**src/rtl/capture_scheduler_pkg.sv**
```systemverilog
`timescale 1ns/1ps
`default_nettype none
// ============================================================================
// Module      : capture_scheduler_pkg
// Description : IAGC status codes shared with the sampler and top-level
//               controller, plus the capture scheduler state encoding.
// Revision    : 1.0 - initial release
// ============================================================================
package capture_scheduler_pkg;

    localparam int         c_IAGC_W      = 4;
    localparam logic [3:0] c_IAGC_RESET  = 4'b0000;
    localparam logic [3:0] c_IAGC_SAMPLE = 4'b0011;
    localparam logic [3:0] c_IAGC_HALT   = 4'b1100;

    localparam int                   c_STATE_W    = 2;
    localparam logic [c_STATE_W-1:0] c_ST_IDLE    = 2'd0;
    localparam logic [c_STATE_W-1:0] c_ST_START   = 2'd1;
    localparam logic [c_STATE_W-1:0] c_ST_RUN     = 2'd2;
    localparam logic [c_STATE_W-1:0] c_ST_DRAIN   = 2'd3;

endpackage
`default_nettype wire

```
**src/rtl/capture_scheduler_decimator.sv**
```systemverilog
`timescale 1ns/1ps
`default_nettype none
// ============================================================================
// Module      : capture_scheduler_decimator
// Description : Keeps one of every N valid strobes; factor 0 behaves as 1.
// Revision    : 1.0 - initial release
// ============================================================================
module capture_scheduler_decimator #(
    parameter int DEC_SIZE = 16
) (
    input  logic                i_clock,
    input  logic                i_reset_n,
    input  logic                i_valid,
    input  logic [DEC_SIZE-1:0] i_factor,
    input  logic                i_enable,
    input  logic                i_preset,
    output logic                o_fire,
    output logic                o_strobe
);

    localparam logic [DEC_SIZE-1:0] c_ONE = DEC_SIZE'(1);

    logic [DEC_SIZE-1:0] r_phase;
    logic [DEC_SIZE-1:0] w_last;
    logic                r_strobe;

    assign w_last   = (i_factor == '0) ? '0 : (i_factor - c_ONE);
    assign o_fire   = i_enable && i_valid && (r_phase == w_last);
    assign o_strobe = r_strobe;

    // Preset parks the phase on its last value so the first valid fires.
    always_ff @(posedge i_clock or negedge i_reset_n) begin
        if (!i_reset_n) begin
            r_phase  <= '0;
            r_strobe <= 1'b0;
        end else begin
            r_strobe <= o_fire;
            if (i_preset) begin
                r_phase <= w_last;
            end else if (i_enable && i_valid) begin
                r_phase <= o_fire ? '0 : (r_phase + c_ONE);
            end
        end
    end

endmodule
`default_nettype wire

```
**src/rtl/capture_scheduler.sv**
```systemverilog
`timescale 1ns/1ps
`default_nettype none
// ============================================================================
// Module      : capture_scheduler
// Description : Sequences an ADC capture: configuration latch, decimated
//               sample strobe, drain/timeout handling and sampler status.
// Revision    : 1.0 - initial release
// ============================================================================
module capture_scheduler
    import capture_scheduler_pkg::*;
#(
    parameter int ADDR_SIZE        = 12,
    parameter int DEC_SIZE         = 16,
    parameter int IAGC_STATUS_SIZE = 4,
    parameter int DRAIN_TIMEOUT    = 8
) (
    input  logic                        i_clock,
    input  logic                        i_reset_n,
    input  logic                        i_set_mem,
    input  logic [ADDR_SIZE-1:0]        i_mem_size,
    input  logic                        i_set_dec,
    input  logic [DEC_SIZE-1:0]         i_decimation,
    input  logic                        i_start,
    input  logic                        i_abort,
    input  logic                        i_adc_valid,
    input  logic                        i_sampler_end,
    output logic [IAGC_STATUS_SIZE-1:0] o_sampler_status,
    output logic                        o_sample,
    output logic [ADDR_SIZE-1:0]        o_mem_size,
    output logic [ADDR_SIZE:0]          o_sample_count,
    output logic                        o_busy,
    output logic                        o_done,
    output logic                        o_error,
    output logic                        o_aborted
);

    localparam int                   c_DRAIN_W    = $clog2(DRAIN_TIMEOUT + 1);
    localparam logic [c_DRAIN_W-1:0] c_DRAIN_LAST = c_DRAIN_W'(DRAIN_TIMEOUT - 1);
    localparam logic [c_DRAIN_W-1:0] c_DRAIN_ONE  = c_DRAIN_W'(1);
    localparam logic [ADDR_SIZE:0]   c_COUNT_ONE  = (ADDR_SIZE + 1)'(1);
    localparam logic [DEC_SIZE-1:0]  c_DEC_ONE    = DEC_SIZE'(1);

    logic [c_STATE_W-1:0] r_state;
    logic [c_STATE_W-1:0] w_next_state;
    logic [ADDR_SIZE-1:0] r_mem_size;
    logic [ADDR_SIZE-1:0] r_run_limit;
    logic [DEC_SIZE-1:0]  r_decimation;
    logic [ADDR_SIZE:0]   r_count;
    logic [c_DRAIN_W-1:0] r_drain_cnt;
    logic                 r_done;
    logic                 r_error;
    logic                 r_aborted;
    logic                 w_accept;
    logic                 w_done;
    logic                 w_error;
    logic                 w_aborted;
    logic                 w_enable;
    logic                 w_fire;
    logic                 w_last_strobe;

    assign w_enable      = (r_state == c_ST_RUN) && !i_abort;
    assign w_last_strobe = w_fire && ((r_count + c_COUNT_ONE) == {1'b0, r_run_limit});

    capture_scheduler_decimator #(
        .DEC_SIZE (DEC_SIZE)
    ) u_decimator (
        .i_clock   (i_clock),
        .i_reset_n (i_reset_n),
        .i_valid   (i_adc_valid),
        .i_factor  (r_decimation),
        .i_enable  (w_enable),
        .i_preset  (w_accept),
        .o_fire    (w_fire),
        .o_strobe  (o_sample)
    );

    always_comb begin
        w_next_state = r_state;
        w_accept     = 1'b0;
        w_done       = 1'b0;
        w_error      = 1'b0;
        w_aborted    = 1'b0;
        case (r_state)
            c_ST_IDLE: begin
                if (i_start) begin
                    if (r_mem_size == '0) begin
                        w_error = 1'b1;
                    end else begin
                        w_accept     = 1'b1;
                        w_next_state = c_ST_START;
                    end
                end
            end
            c_ST_START: begin
                if (i_abort) begin
                    w_aborted    = 1'b1;
                    w_next_state = c_ST_IDLE;
                end else begin
                    w_next_state = c_ST_RUN;
                end
            end
            c_ST_RUN: begin
                if (i_abort) begin
                    w_aborted    = 1'b1;
                    w_next_state = c_ST_IDLE;
                end else if (w_last_strobe) begin
                    w_next_state = c_ST_DRAIN;
                end
            end
            c_ST_DRAIN: begin
                // Abort outranks both end and timeout.
                if (i_abort) begin
                    w_aborted    = 1'b1;
                    w_next_state = c_ST_IDLE;
                end else if (i_sampler_end) begin
                    w_done       = 1'b1;
                    w_next_state = c_ST_IDLE;
                end else if (r_drain_cnt == c_DRAIN_LAST) begin
                    w_error      = 1'b1;
                    w_next_state = c_ST_IDLE;
                end
            end
            default: w_next_state = c_ST_IDLE;
        endcase
    end

    always_ff @(posedge i_clock or negedge i_reset_n) begin
        if (!i_reset_n) begin
            r_state      <= c_ST_IDLE;
            r_mem_size   <= '1;
            r_run_limit  <= '1;
            r_decimation <= c_DEC_ONE;
            r_count      <= '0;
            r_drain_cnt  <= '0;
            r_done       <= 1'b0;
            r_error      <= 1'b0;
            r_aborted    <= 1'b0;
        end else begin
            r_state   <= w_next_state;
            r_done    <= w_done;
            r_error   <= w_error;
            r_aborted <= w_aborted;
            if (r_state == c_ST_IDLE) begin
                if (i_set_mem) r_mem_size   <= i_mem_size;
                if (i_set_dec) r_decimation <= i_decimation;
            end
            // The run limit snapshots the size seen by start, so a same-cycle
            // set only affects the following capture.
            if (w_accept) begin
                r_count     <= '0;
                r_run_limit <= r_mem_size;
            end else if (w_fire) begin
                r_count <= r_count + c_COUNT_ONE;
            end
            r_drain_cnt <= (r_state == c_ST_DRAIN) ? (r_drain_cnt + c_DRAIN_ONE) : '0;
        end
    end

    assign o_sampler_status = (r_state == c_ST_IDLE) ? IAGC_STATUS_SIZE'(c_IAGC_RESET)
                                                     : IAGC_STATUS_SIZE'(c_IAGC_SAMPLE);
    assign o_mem_size       = r_mem_size;
    assign o_sample_count   = r_count;
    assign o_busy           = (r_state != c_ST_IDLE);
    assign o_done           = r_done;
    assign o_error          = r_error;
    assign o_aborted        = r_aborted;

endmodule
`default_nettype wire

```
**config.mk**
```make
export PLATFORM = sky130hd
export DESIGN_NAME = capture_scheduler
export DESIGN_NICKNAME = d
export VERILOG_FILES = /design/src/rtl/capture_scheduler_pkg.sv /design/src/rtl/capture_scheduler_decimator.sv /design/src/rtl/capture_scheduler.sv
export SDC_FILE = /design/constraint.sdc
export NUM_CORES = 1
export LEC_CHECK = 0
export CAP_MARGIN = 5
export CORE_ASPECT_RATIO = 2
export CORE_MARGIN = 4
export CORE_UTILIZATION = 40
export CTS_BUF_LIST = sky130_fd_sc_hd__clkbuf_16
export DETAILED_ROUTE_END_ITERATION = 8
export SETUP_SLACK_MARGIN = 0.1
export SLEW_MARGIN = 20
export SYNTH_ARGS = -nofsm -noshare
export SYNTH_HDL_FRONTEND = slang
export SYNTH_SLANG_ARGS = --single-unit
```
**constraint.sdc**
```tcl
create_clock -name i_clock -period 9.4 [get_ports i_clock]
set_clock_uncertainty 0.15 [all_clocks]
set_input_delay 1.88 -clock i_clock [delete_from_list [all_inputs] [get_ports i_clock]]
set_output_delay 1.88 -clock i_clock [all_outputs]
set_load 0.005 [all_outputs]
```
# == Word level (Yosys, flattened, before mapping) ==
# Index checks and enable logic that the tools add are counted.
# op_classes
n_eq_ne,10
n_addsub,4
n_mux,31
reduce_logical,15
# op_table
cell,n
$mux W16,4
$mux W13,2
$mux W2,9
$add A16 B1 Y16 const B,1
$eq A16 B16 Y1,1
$logic_not A16 Y1,1
$sub A16 B1 Y16 const B,1
$add A13 B1 Y13 const B,1
$eq A13 B12 Y1,1
$mux W1,13
$logic_not A12 Y1,1
$pmux W2 S4,1
$reduce_bool A2 Y1,3
$add A4 B1 Y4 const B,1
$eq A2 B2 Y1 const B,2
$eq A4 B3 Y1 const B,1
$logic_and A1 B1 Y1,4
$mux W4,1
$ne A2 B2 Y1 const B,2
$ne A4 B4 Y1 const B,1
$reduce_and A2 Y1,2
$reduce_and A4 Y1,1
$ne A3 B3 Y1 const B,1
$reduce_or A3 Y1,1
other kinds (4),4
# totals
inputBits,36
ff_bits,79

# == Depth between registers and ports, before layout ==
# Gate-level depths: netlist of run 1.
# logic_depth
depth_word,8
depth_mapped,14

# == By module ==
# A second synthesis of run 1 with hierarchy kept.
# unflattened
cells_unflattened,505
hier_area_um2,5031.1
# modules_own_cells
mod,cells_each,seq_area_each_um2,instances,area_per_inst_um2
capture_scheduler,267,1582.8,1,3116.7
capture_scheduler_decimator,238,425.4,1,1914.3

# == Worst setup path after synthesis of run 1 ==
# OpenSTA, ideal clock, no wires.
# synth_timing
kind,input -> register
startpoint,input i_abort
endpoint,"register r_count[6], in the netlist o_sample_count[6]"
path_stages,10
slack_ns,4.853
path_buffers,2
t_arrival_ns,4.319
path_cell_list,nor2b_1 clkbuf_1 nand3_1 a21o_1 a221o_1 or4_4 or4_4 buf_6 or4_1 a21oi_1
# synth_via
elab_chain_cells,5
# synth_lines
item,line,source
from (decl),capture_scheduler.sv:24,"input logic i_abort,"
$logic_not A1 Y1,capture_scheduler.sv:61,assign w_enable = (r_state == c_ST_RUN) && !i_abort;
$logic_and A1 B1 Y1,capture_scheduler.sv:61,
$logic_and A1 B1 Y1 (2 in series),capture_scheduler_decimator.sv:28,assign o_fire = i_enable && i_valid && (r_phase == w_last);
$reduce_bool A2 Y1 (no line),n/a,
to (signal assigned),capture_scheduler.sv:153,r_count <= r_count + c_COUNT_ONE;
to (decl),capture_scheduler.sv:48,logic [ADDR_SIZE:0] r_count;
# No other way between the ends.
# A chain may end at the register's enable or synchronous reset.

# == Final worst setup path of run 1 ==
# layout_timing
startpoint,input i_abort
endpoint,"register r_count[11], in the netlist o_sample_count[11]"
# The elaborated chain is that of the path after synthesis.

==> results.sh, run 1 <==
export IMPL_status="finished, final reports clean"
export IMPL_grt_max_degree=80
export IMPL_min_to="r_drain_cnt[0]"
export IMPL_power_density_nw_per_um2=311.7
export IMPL_yosys_area_top_type_share_pct=25.68
export IMPL_clock_sink_count=79
export IMPL_wirelength_mm=14.97
export IMPL_syn_avg_cell_area_um2=8.996
export IMPL_holdCritStartpoint="r_drain_cnt[0]"
export IMPL_ys_ff_latch=79
export IMPL_grt_pass1_vias=4800
export IMPL_hold_path_class="reg -> reg"
export IMPL_area_delta_synth_final_pct=18.93
export IMPL_final_util_pct=48.17
export IMPL_numCtsBuffers=9
export IMPL_cp_data_arrival_time_ps=6000
export IMPL_peakVddDrop_mv=0.1347
export IMPL_worstReg2RegEnd="o_sample_count[11]"
export IMPL_rsz0062_at_grt="no"
export IMPL_drc_errors=0
export IMPL_grt_first_pass_wirelength_mm=24.07
export IMPL_synth_cell_types=62
export IMPL_path_class="in -> reg"
export IMPL_fp_dieArea_um2=15170
export IMPL_cts_buffer_depth=2
export IMPL_clk_pin_slew_ps=60
export IMPL_die_width_um=89.11
export IMPL_final_layout_size_suffix_gt1_share_pct=15.71
export IMPL_rows=59
export IMPL_ys_top_cells_by_count="nand2_1 (70), dfrtp_1 (54), mux2_2 (31), nand3_1 (31)"
export IMPL_start_util_pct=40.50
export IMPL_tightestPinTransition_ps=1022
export IMPL_cts_root_buf="clkbuf_16"
export IMPL_max_freq_mhz=169.8
export IMPL_clock_latency_ps=340
export IMPL_detail_route_wl_per_cell_um=19.14
export IMPL_vias=4705
export IMPL_synth_ff_type="dfrtp_1"
export IMPL_drt_pre_antenna_iters=4
export IMPL_synth_cell_area_um2=5263
export IMPL_final_nets=670
export IMPL_finalSetupTns_ps=0
export IMPL_core_area_um2=12990
export IMPL_ios=70
export IMPL_ant_nets=0
export IMPL_cts_tree="built"
export IMPL_synth_area_leaders="dfrtp_1 (26%), dfstp_2 (12%), mux2_2 (6.6%), nand2_1 (5.0%), nand3_1 (2.9%)"
export IMPL_num_antenna_cells=0
export IMPL_cts_resized=0
export IMPL_hold_viol_final=0
export IMPL_cp_end_kind="register"
export IMPL_post_cts_buffers=0
export IMPL_max_slew_margin_pct=31.70
export IMPL_die_h_um=170.2
export IMPL_cp_start_kind="input pin"
export IMPL_yosysWarnings=0
export IMPL_vias_per_cell=6.017
export IMPL_r2r_start="r_state[0]"
export IMPL_numPortBuffers=67
export IMPL_synth_top_cell_by_area="dfrtp_1"
export IMPL_synth_most_common_cell="nand2_1"
export IMPL_drv_cap=0
export IMPL_antenna_found_initial=0
export IMPL_reg2regPathDepth=10
export IMPL_critPathMaxFanout=32
export IMPL_ys_seq_area_share_pct=38.16
export IMPL_cp_required_ps=9510
export IMPL_fin_crit_ps=5890
export IMPL_finalSetupViolations=0
export IMPL_globalplace_congestion=0.9198
export IMPL_hold_depth=1
export IMPL_grt_remaining_overflow=0
export IMPL_ctsHoldBuffers=0
export IMPL_fin_crit_sh_pct=62.66
export IMPL_slew_viol_final=0
export IMPL_p_leak_nw=2.455
export IMPL_syn_inst=585
export IMPL_dpl_hpwl_mm=11.22
export IMPL_regToRegSetupSlack_ps=4770
export IMPL_ctsHtreeMaxLevel=3
export IMPL_synth_edf_count=0
export IMPL_drt_initial_drc_count=197
export IMPL_async_flop_share_pct=100.0
export IMPL_grt_util_all_layers_pct=20.45
kinds of logic (layout without fill, tap and decap cells):
group           after synthesis  count (layout)  synth area share (%)
simple gates                261             261                 26.91
compound gates              109             109                 14.03
flops                        79              79                 38.16
buf+inv                      58             102                 4.850
mux                          41              41                 8.535
xor+xnor                     27              27                 5.302
fa+ha+maj                     9               9                 2.140
other cells                   1               2               0.07126
layer usage:
| metal | GRT usage (%) | part of all wire [%] | up-vias | wire length [um] |
|---|---|---|---|---|
| li1 | - | - | 2235 | - |
| met1 | 20.51 | 34 | 2284 | 5142 |
| met2 | 37.84 | 57 | 132 | 8471 |
| met3 | 3.198 | 3.1 | 54 | 469 |
| met4 | 12.12 | 5.9 | 0 | 882 |
| met5 | 0 | 0 | - | 0 |
cell usage in the layout (no fill, tap or decap), drive strengths merged, types with 5 or more instances in the layout:
cell | Yosys | layout
or4 | 15 | 15
mux2 | 31 | 31
dfstp | 25 | 25
and2 | 5 | 5
clkdlybuf4s50 | 0 | 66
nand2 | 70 | 70
o211ai | 7 | 7
dfrtp | 54 | 54
or2 | 15 | 15
nor2 | 22 | 22
nand3 | 31 | 31
nand4 | 10 | 10
a21oi | 29 | 29
xor2 | 14 | 14
o22ai | 14 | 14
mux2i | 10 | 10
nor2b | 5 | 5
buf | 15 | 6
nor3b | 6 | 6
xnor2 | 10 | 10
clkbuf | 29 | 9
nor4 | 26 | 26
o31ai | 9 | 9
ha | 9 | 9
and3 | 12 | 12
inv | 14 | 19
or3 | 10 | 10
o21ai | 14 | 14
nor3 | 21 | 21
flip-flops by register name (all words and copies together), names as in the netlist:
name                  flops
r_decimation             16
u_decimator.o_strobe      1
o_aborted                 1
r_state                   2
u_decimator.r_phase      16
o_sample_count           13
r_run_limit              12
o_mem_size               12
o_error                   1
o_done                    1
r_drain_cnt               4
how the worst max path moves through the flow:
| stage | from | endpoint | slack (ps) | depth (start not counted) |
|---|---|---|---|---|
| after floorplan | i_abort | o_sample_count[6] | 4850 | 10 |
| after global placement | i_abort | o_sample_count[11] | 3260 | 9 |
| after detailed placement | i_abort | o_sample_count[11] | 3250 | 9 |
| after CTS | i_abort | o_sample_count[11] | 3600 | 9 |
| after global routing | i_abort | o_sample_count[11] | 3210 | 9 |
| final | i_abort | o_sample_count[11] | 3510 | 9 |
final cells by class:
type | count | area, um2
clock buffer | 9 | 225.2
tap | 152 | 190.2
fill | 1250 | 6734
clock inverter | 7 | 70.07
inverter | 14 | 52.55
sequential | 79 | 2008
multi-input combinational | 449 | 3003
timing repair buffer | 72 | 709.4
per-stage QoR:
step	power (mW)	hold slack [ps]	area, um2	cells	worst slack, ps
5_1_grt	2.092	335.1	6259	782	3210
3_3_place_gp	1.573	303.8	5959	766	3259
3_5_place_dp	1.603	305.0	5959	766	3249
6_report	1.951	308.7	6259	782	3510
4_1_cts	1.963	315.2	6255	782	3597
2_1_floorplan	1.307	281.6	5266	586	4853
where the power goes:
group / internal (mW) / switching (mW)
clock network: 0.207 / 0.149
logic: 0.434 / 0.444
registers: 0.504 / 0.214
total: 1.14 / 0.807
critical path, stage by stage:
cell,delay (ps)
clkdlybuf4s50_1,470
nor2b_1,430
nand2_1,720
a221o_1,500
a221o_1,270
nor3_1,230
nand4_1,730
nor4_1,550
mux2i_1,220
Power figures use the tool's default switching activity.
==> inputs of run 2 (changes only) <==
- clock period: 9.4 -> 4.9 ns (I/O delays scaled with it)
==> results.sh, run 2 (synthesis gave the netlist of run 1 again) <==
export IMPL_seqPwrFrac_pct=36.8
export IMPL_clk_pin_slew_ps=70
export IMPL_cp_common_cell="nor4_1"
export IMPL_final_nets=673
export IMPL_max_slew_margin_pct=45.49
export IMPL_final_layout_size_suffix_gt1_share_pct=16.27
export IMPL_sw_frac_of_total_pct=41.79
export IMPL_multi_input_area_um2=3003
export IMPL_fp_dieArea_um2=15170
export IMPL_drv_cap=0
export IMPL_critPathSlowestCell="or4_1"
export IMPL_dpl_hpwl_mm=11.37
export IMPL_drt_initial_drc_count=268
export IMPL_cp_slowest_stage_delay_ps=690
export IMPL_grt_pass1_vias=4744
export IMPL_post_cts_buffers=0
export IMPL_fin_total_pwr_mw=3.695
export IMPL_fillers=1236
export IMPL_grt_util_all_layers_pct=20.74
export IMPL_die_width_um=89.11
export IMPL_ant_nets=0
export IMPL_globalplace_congestion=0.9278
export IMPL_start_util_pct=40.50
export IMPL_drt_pre_antenna_iters=5
export IMPL_finalSetupTns_ps=0
export IMPL_critPathMaxFanout=25
export IMPL_clock_latency_ps=340
export IMPL_crit_buf_inv=0
export IMPL_num_antenna_cells=0
export IMPL_clock_sink_count=79
export IMPL_slew_viol_final=0
export IMPL_rows=59
export IMPL_crit_chain="or4_1 > nor4_1 > o21ai_0 > or4b_2 > a32o_1 > or2_2 > nor4_1 > mux2i_1"
export IMPL_ios=70
export IMPL_fin_crit_ps=4148
export IMPL_cts_tree="built"
export IMPL_p_leak_nw=2.459
export IMPL_peakVddDrop_mv=0.2809
export IMPL_fin_crit_sh_pct=84.64
export IMPL_cp_start_kind="register"
export IMPL_p_int_mw=2.151
export IMPL_final_common_cell="nand2_1"
export IMPL_die_h_um=170.2
export IMPL_cp_required_ps=5020
export IMPL_path_class="reg -> reg"
export IMPL_max_freq_mhz=241.1
export IMPL_grt_max_degree=80
export IMPL_power_density_nw_per_um2=590.1
export IMPL_placed_cells_incl_taps=769
export IMPL_cp_data_arrival_time_ps=4270
export IMPL_hold_path_class="reg -> reg"
export IMPL_numPortBuffers=67
export IMPL_final_seq_area_um2=2008
export IMPL_wirelength_mm=15.09
export IMPL_cts_root_buf="clkbuf_16"
export IMPL_tightestPinTransition_ps=817.6
export IMPL_hold_viol_final=0
export IMPL_grt_first_pass_wirelength_mm=24.31
export IMPL_cts_resized=0
export IMPL_grt_remaining_overflow=0
export IMPL_power_frac_comb_pct=45.9
export IMPL_rsz0062_at_grt="no"
export IMPL_ctsHoldBuffers=0
export IMPL_antenna_found_initial=0
export IMPL_drc_errors=0
export IMPL_ctsHtreeMaxLevel=3
export IMPL_vias=4710
export IMPL_cpLargestDelayFamily="simple AND/OR/NAND/NOR gates"
export IMPL_cts_buffer_depth=2
export IMPL_vias_per_cell=6.000
export IMPL_area_delta_synth_final_pct=18.97
export IMPL_timing_final_ws_setup_ps=752.5
export IMPL_cp_end_kind="register"
export IMPL_numCtsBuffers=9
export IMPL_core_area_um2=12990
export IMPL_detail_route_wl_per_cell_um=19.23
export IMPL_p_sw_mw=1.544
export IMPL_mostFrequentLayoutCells="nand2_1 (70), clkdlybuf4s50_1 (66), dfrtp_1 (54), nand3_1 (31), mux2_2 (31)"
export IMPL_final_cells=785
export IMPL_power_frac_clock_pct=17.4
export IMPL_finalSetupViolations=0
export IMPL_status="finished, final reports clean"
export IMPL_preCtsSetupSlack_ps=659.9
-- run 2: path summary, 6_finish.rpt --
kind	end	depth (start not counted)	slack, ps	from
hold reg to reg	r_drain_cnt[0]	1	320	r_drain_cnt[0]
hold / removal	r_drain_cnt[0]	1	320	r_drain_cnt[0]
setup reg to reg	o_sample_count[11]	8	750	r_decimation[2]
min in group asynchronous	u_decimator.r_phase[9]	1	520	i_reset_n
setup / recovery	o_sample_count[11]	8	750	r_decimation[2]
max in group asynchronous	r_decimation[1]	1	3570	i_reset_n
-- run 2: cell type report --
type                            instances  area share [%]
Multi-Input combinational cell        449           47.96
Sequential cell                        79           32.07
Timing Repair Buffer                   75           11.69
Clock buffer                            9           3.597
Tap cell                              152           3.038
Inverter                               14          0.8393
Clock inverter                          7          0.7994
-- run 2: metal layers --
| metal | part of all wire [%] | up-vias | global-route usage (%) |
|---|---|---|---|
| met2 | 54 | 140 | 36.43 |
| li1 | - | 2250 | - |
| met3 | 2.8 | 57 | 2.907 |
| met1 | 35 | 2263 | 21.68 |
| met4 | 7.6 | 0 | 14.78 |
| met5 | 0 | - | 0 |
-- run 2: worst register-to-register path, stage by stage, from the launching register on --
cell and delay, ps:
dfrtp_1 450, or4_1 690, nor4_1 360, o21ai_0 170
or4b_2 630, a32o_1 540, or2_2 570, nor4_1 310
mux2i_1 220
-- run 2: power groups by stage --
stage / logic [mW] / registers, mW / clock network [mW]
finish: 1.69 / 1.36 / 0.642
global route: 1.88 / 1.40 / 0.690
CTS: 1.70 / 1.36 / 0.662
detailed placement: 1.69 / 1.37 / 0
global placement: 1.67 / 1.35 / 0
floorplan: 1.34 / 1.17 / 0
-- run 2: per-stage QoR --
stage               hold slack [ps]  instance area [um2]  util [%]
floorplan                     281.6                 5266         -
global placement              303.5                 5982     46.04
detailed placement            309.9                 5982     46.04
CTS                           321.5                 6257     48.16
global route                  331.4                 6261     48.19
finish                        317.1                 6261     48.19
